### src/rtl/wallace_tree_mac_pipelined.sv
// 3-stage pipelined unsigned Wallace-tree MAC with an optional OR-compressed
// approximation of the low product columns and full valid/ready backpressure.
module wallace_tree_mac_pipelined #(
    parameter int WIDTH       = 8,
    parameter int ACC_WIDTH   = 2*WIDTH+8,
    parameter int APPROX_COLS = 4
) (
    input  logic                 clk,
    input  logic                 rst_n,
    input  logic                 in_valid,
    output logic                 in_ready,
    input  logic [WIDTH-1:0]     in_a,
    input  logic [WIDTH-1:0]     in_b,
    input  logic                 in_approx,
    input  logic                 in_clear,
    output logic                 out_valid,
    input  logic                 out_ready,
    output logic [2*WIDTH-1:0]   out_prod,
    output logic [ACC_WIDTH-1:0] out_acc,
    output logic                 out_ovf
);
    localparam int STAGES = 3;
    localparam int PW     = 2*WIDTH;
    // WIDTH partial-product rows plus one row holding the OR-compressed low
    // columns; two spare rows keep the 3-row grouping index in range.
    localparam int R0     = WIDTH + 1;
    localparam int RMAX   = R0 + 2;

    typedef logic [RMAX-1:0][PW-1:0] rows_t;

    function automatic int rows_after(input int n);
        return (n > 2) ? 2*(n/3) + n%3 : n;
    endfunction

    localparam int R1 = rows_after(R0);

    // One Wallace layer: every full group of three rows becomes a sum row and
    // a shifted carry row; leftover rows pass straight through.
    function automatic rows_t csa_layer(input rows_t r, input int n);
        rows_t o;
        int    k;
        o = '0;
        k = 0;
        if (n <= 2) begin
            o = r;
        end else begin
            for (int i = 0; i < R0; i += 3) begin
                if (i + 2 < n) begin
                    o[k]   = r[i] ^ r[i+1] ^ r[i+2];
                    o[k+1] = ((r[i] & r[i+1]) | (r[i] & r[i+2]) | (r[i+1] & r[i+2])) << 1;
                    k      = k + 2;
                end else begin
                    for (int j = i; j < i + 3; j++) begin
                        if (j < n) begin
                            o[k] = r[j];
                            k    = k + 1;
                        end
                    end
                end
            end
        end
        return o;
    endfunction

    logic                 adv;
    logic [STAGES:1]      vld_pipe;
    logic [2:1]           clr_pipe;
    rows_t                pp, s1_next, s1_rows, s2_rows;
    int                   s2_n;
    logic [PW-1:0]        s2_sum, s2_carry, prod;
    logic [ACC_WIDTH-1:0] acc_base;
    logic [ACC_WIDTH:0]   prod_ext, acc_sum;

    assign adv       = !out_valid || out_ready;
    assign in_ready  = adv;
    assign out_valid = vld_pipe[STAGES];

    // Approximated columns never enter the tree, so no carry can cross the
    // APPROX_COLS boundary; their OR lands in a row the tree adds exactly.
    always_comb begin
        pp = '0;
        for (int i = 0; i < WIDTH; i++) begin
            for (int j = 0; j < WIDTH; j++) begin
                if (in_approx && (i + j) < APPROX_COLS)
                    pp[R0-1][i+j] = pp[R0-1][i+j] | (in_a[i] & in_b[j]);
                else
                    pp[i][i+j] = in_a[i] & in_b[j];
            end
        end
        s1_next = csa_layer(pp, R0);
    end

    always_comb begin
        s2_rows = s1_rows;
        s2_n    = R1;
        for (int l = 0; l < WIDTH; l++) begin
            s2_rows = csa_layer(s2_rows, s2_n);
            s2_n    = rows_after(s2_n);
        end
    end

    always_comb begin
        prod              = s2_sum + s2_carry;
        prod_ext          = '0;
        prod_ext[PW-1:0]  = prod;
        acc_base          = clr_pipe[2] ? '0 : out_acc;
        acc_sum           = {1'b0, acc_base} + prod_ext;
    end

    always_ff @(posedge clk or negedge rst_n) begin
        if (!rst_n) begin
            vld_pipe <= '0;
            clr_pipe <= '0;
            s1_rows  <= '0;
            s2_sum   <= '0;
            s2_carry <= '0;
            out_prod <= '0;
            out_acc  <= '0;
            out_ovf  <= 1'b0;
        end else if (adv) begin
            vld_pipe <= {vld_pipe[STAGES-1:1], in_valid};
            clr_pipe <= {clr_pipe[1], in_clear};
            s1_rows  <= s1_next;
            s2_sum   <= s2_rows[0];
            s2_carry <= s2_rows[1];
            if (vld_pipe[2]) begin
                out_prod <= prod;
                out_acc  <= acc_sum[ACC_WIDTH-1:0];
                out_ovf  <= clr_pipe[2] ? acc_sum[ACC_WIDTH] : (out_ovf | acc_sum[ACC_WIDTH]);
            end
        end
    end
endmodule

### config.mk
export PLATFORM = sky130hd
export DESIGN_NAME = wallace_tree_mac_pipelined
export DESIGN_NICKNAME = d
export VERILOG_FILES = /design/src/rtl/wallace_tree_mac_pipelined.sv
export SDC_FILE = /design/constraint.sdc
export NUM_CORES = 1
export LEC_CHECK = 0
export CAP_MARGIN = 20
export CORE_ASPECT_RATIO = 1.4
export CORE_MARGIN = 1
export CORE_UTILIZATION = 60
export DETAILED_ROUTE_END_ITERATION = 7
export GPL_ROUTABILITY_DRIVEN = 0
export PLACE_DENSITY = 0.87
export SKIP_CTS_REPAIR_TIMING = 1
export SLEW_MARGIN = 20
export SYNTH_ARGS = -nofsm -noshare
export SYNTH_HDL_FRONTEND = slang
export SYNTH_SLANG_ARGS = --single-unit
### constraint.sdc
create_clock -name clk -period 6.45 [get_ports clk]
set_input_delay 1.29 -clock clk [delete_from_list [all_inputs] [get_ports clk]]
set_output_delay 1.29 -clock clk [all_outputs]
set_load 0.05 [all_outputs]
### After elaboration in Yosys (flattened, before gate mapping)

Index checks and enable logic that the tools add are counted.

* word-level logic and storage cells: 160
* flip-flop bits (word level): 153
* output and inout port bits: 43

* $add $sub $neg: 2
* reduce and logical (&&, ||, !) cells: 3
* multiplexer cells: 22
* bitwise gates (word level): 120

Operator list (count)
* 15-bit OR: 9
* 15-bit bitwise AND: 7
* 1-bit bitwise AND: 64
* 16-bit XOR: 4
* 14-bit by 15-bit bitwise AND with 15-bit output: 3
* 14-bit by 15-bit XOR with 15-bit output: 2
* 11-bit by 13-bit bitwise AND with 13-bit output: 2
* 24-bit by 16-bit adder with 25-bit output: 1
* 24-bit two-way mux: 1
* 1-bit two-way mux: 21
* 16-bit adder: 1
* 15-bit by 16-bit XOR with 16-bit output: 1
* 15-bit by 4-bit bitwise AND with 15-bit output: 1
* 15-bit by 14-bit OR with 15-bit output: 1
* 15-bit by 4-bit XOR with 15-bit output: 1
* 14-bit by 4-bit bitwise AND with 14-bit output: 1
* 10-bit by 13-bit bitwise AND with 13-bit output: 1
* 12-bit by 13-bit bitwise AND with 13-bit output: 1
* 12-bit by 13-bit OR with 13-bit output: 1
* 13-bit OR: 1
* 11-bit by 13-bit XOR with 13-bit output: 1
* 12-bit by 13-bit XOR with 13-bit output: 1
* 11-bit by 12-bit bitwise AND with 12-bit output: 1
* 11-bit by 12-bit XOR with 12-bit output: 1
* 13 further kinds: 19

### Longest topological paths before layout

* word-level depth: 11
* mapped depth: 17
* depth with buffers taken out: 17

### Worst setup path before layout

Ideal clock, no wire load.

* kind: in2out
* start: input port out_ready
* end: output port in_ready
* slack: 3090 ps
* required time: 5160 ps
* data arrival time: 2070 ps
* cell stages on the path: 3
* path buffers: 1
* cell sequence: nor2b_1 > inv_2 > clkbuf_1

* longest elaborated chain between the ends: 1

Ends and longest elaborated chain
* start: declaration: RTL line 17 `input logic out_ready,`
* 1-bit logical OR: RTL line 74 `assign adv = !out_valid || out_ready;`
* end: declaration: RTL line 11 `output logic in_ready,`

Every way passes these cells.

### Final worst setup path

Ends and elaborated chain as after synthesis.

==> impl_metrics.json <==
{
  "status": "finished clean",
  "grt_util_all_layers": 0.2699,
  "clkSlewWorstSetupHoldPaths_ps": 60,
  "io_pins": 65,
  "grt-ovfl-total": 0,
  "port_buffers": 64,
  "numCtsBuffers": 17,
  "cts_root_buffer": "clkbuf_16",
  "fin_crit_sh": 0.6259,
  "slew_viol_final": 0,
  "drtIter0Drc": 324,
  "grt_use_met1": 0.3220,
  "start_kind": "input pin",
  "synth_top_area_cell": "dfrtp_1",
  "die_w_um": 101.0,
  "rsz0062_at_grt": "false",
  "crit_fanout": 2,
  "setup_tns_ps": 0,
  "htree_levels": 4,
  "synth_top_area_frac": 0.4010,
  "ys_warn_count": 0,
  "diodes": 0,
  "syn_nets": 1022,
  "met3_usage": 0.05404,
  "internal-power_mw": 2.657,
  "grt_pass1_vias": 6495,
  "setup.worst_path.class": "input pin to primary output",
  "p_comb_frac": 0.518,
  "syn_area_mm2": 0.008237,
  "core_area_mm2": 0.01339,
  "hp-start": "s2_carry[9]",
  "hold_viol_final": 0,
  "power_density_mw_per_mm2": 492.2,
  "drtPass1Iterations": 5,
  "p_switching_mw": 2.096,
  "wirelength_mm": 17.55,
  "avgSynthCellArea_um2": 9.132,
  "min_period_ps": 4037,
  "skew_ps": 11.78,
  "dieArea_mm2": 0.01421,
  "yosys_register_bits": 132,
  "cts.sinks": 132,
  "ff2ff_path_depth": 17,
  "design_area_mm2": 0.009657,
  "r2r-start": "s2_sum[2]",
  "die_h_um": 140.6,
  "post_drt_wl_per_cell_um": 15.22,
  "start_util": 0.6152,
  "synthArstFlopShare": 1.000,
  "antenna_found_initial": 0,
  "whs_endpoint": "s2_carry[9]",
  "vias_per_cell": 5.592,
  "rows": 50,
  "p_clk_frac": 0.220,
  "synth-edff-count": 0,
  "grt_start_max_net_pins": 99,
  "place_area_mm2": 0.009020,
  "leakage_nw": 4.822,
  "whs_path_depth": 2,
  "arrival_ps": 2750,
  "maxCapViolations": 0,
  "vias": 6448,
  "fmax_ghz": 0.2477,
  "nets": 1078,
  "busiest_layer": "met2",
  "ys_seq_area_frac": 0.4010,
  "postRouteAntennaNets": 0,
  "max_slew_margin": 0.3544,
  "power_frac_seq": 0.262,
  "grt_util_met2": 0.4838,
  "p_sw_frac": 0.4410,
  "synth_top_cells_by_area": "dfrtp_1 40%, nand2_1 13%, fa_1 9.7%",
  "cts.path.max_buffers": 2,
  "grt_pass1_wl_mm": 29.97,
  "synth_cell_type_count": 64,
  "cp.required_ps": 5160,
  "worst_pin_slew_ps": 968.3,
  "syn_inst": 902,
  "hold_class": "flip-flop to flip-flop",
  "final-setup-viol-count": 0,
  "dp_hpwl_mm": 11.72,
  "clkLatencyLatePin_ps": 420,
  "r2r_end": "out_acc[19]",
  "end_kind": "primary output",
  "cts_tree": "done",
  "layout-drive-gt1-share": 0.06591,
  "drc": 0,
  "ir_drop_mv": 0.2556,
  "r2r_setup_slack_ps": 2670,
  "syn_to_final_growth_pct": 17.24,
  "synthFlopType": "dfrtp_1"
}
how the worst max path moves through the flow:
stage | from | end | slack, ps | cells after the start
final | out_ready | in_ready | 2410 | 4
after global routing | out_ready | in_ready | 2380 | 4
after CTS | out_ready | in_ready | 2400 | 4
after detailed placement | out_ready | out_acc[23] | 2370 | 11
after global placement | out_ready | in_ready | 2400 | 4
after floorplan | out_ready | in_ready | 3090 | 3
placed cells by master (no fill, tap or decap), types with 8 or more instances in the layout:
cell / instances
nand3_1: 11
ha_1: 58
clkdlybuf4s50_1: 63
o21ai_0: 45
nand2_1: 291
xnor2_1: 11
xor2_1: 8
clkbuf_16: 17
nor2b_1: 22
fa_1: 40
inv_1: 43
a31oi_1: 8
dfrtp_1: 132
a21oi_1: 21
nor2_1: 19
and2_1: 59
power by group through the flow:
stage | sequential [mW] | clock, mW | combinational, mW
final | 1.25 | 1.04 | 2.46
after global routing | 1.28 | 1.09 | 2.71
after CTS | 1.25 | 1.05 | 2.46
after detailed placement | 1.26 | 0 | 2.40
after global placement | 1.25 | 0 | 2.32
after floorplan | 1.58 | 0 | 1.46
cells by family after synthesis:
group | Yosys count | share of synthesized area
multiplexers | 6 | 0.008202
AO/OA/AOI/OAI | 134 | 0.1120
AND/OR/NAND/NOR | 436 | 0.2368
buffers and inverters | 77 | 0.03646
XOR/XNOR | 19 | 0.02020
adder cells (fa/ha/maj) | 98 | 0.1853
flip-flops | 132 | 0.4010
cell type report:
type / count / area (um^2)
tap: 182 / 227.7
sequential: 132 / 3303
clock buffer: 18 / 439.2
fill: 961 / 3731
timing repair buffer: 70 / 683.2
multi-input combinational: 693 / 4641
clock inverter: 14 / 197.7
inverter: 44 / 165.2
flip-flops by register name, indices dropped and copies added, names as in the netlist:
signal and cells:
s1_rows 56, out_prod 16, vld_pipe 3, out_acc 24
s2_sum 16, clr_pipe 2, out_ovf 1, s2_carry 14
synth_stat cells (11+ instances only):
master      n
xnor2_1    11
clkbuf_1   29
dfrtp_1   132
nand3_1    11
a21oi_1    21
o21ai_0    45
fa_1       40
ha_1       58
and2_1     59
nand2_1   291
nor2_1     19
inv_1      43
nor2b_1    23
metrics by stage:
stage / instances / power (mW) / setup slack, ps / hold WS, ps / util
2_1_floorplan: 902 / 3.045 / 3090 / 438.6 / -
3_3_place_gp: 1121 / 3.572 / 2402 / 449.5 / 0.6737
3_5_place_dp: 1121 / 3.653 / 2371 / 461.5 / 0.6737
4_1_cts: 1153 / 4.757 / 2404 / 474.4 / 0.7213
5_1_grt: 1153 / 5.079 / 2379 / 477.1 / 0.7213
6_report: 1153 / 4.753 / 2413 / 469.7 / 0.7213
routing by layer:
layer	vias to the layer above	wire, um
met5	-	0
met4	0	260
met3	24	678
met2	165	9462
met1	3178	7149
li1	3081	-
worst max-delay path: stages:
cell and delay [ps]:
clkdlybuf4s50_1 510, nor2b_4 50, inv_2 60, clkdlybuf4s50_1 840
Power figures use the tool's default switching activity.
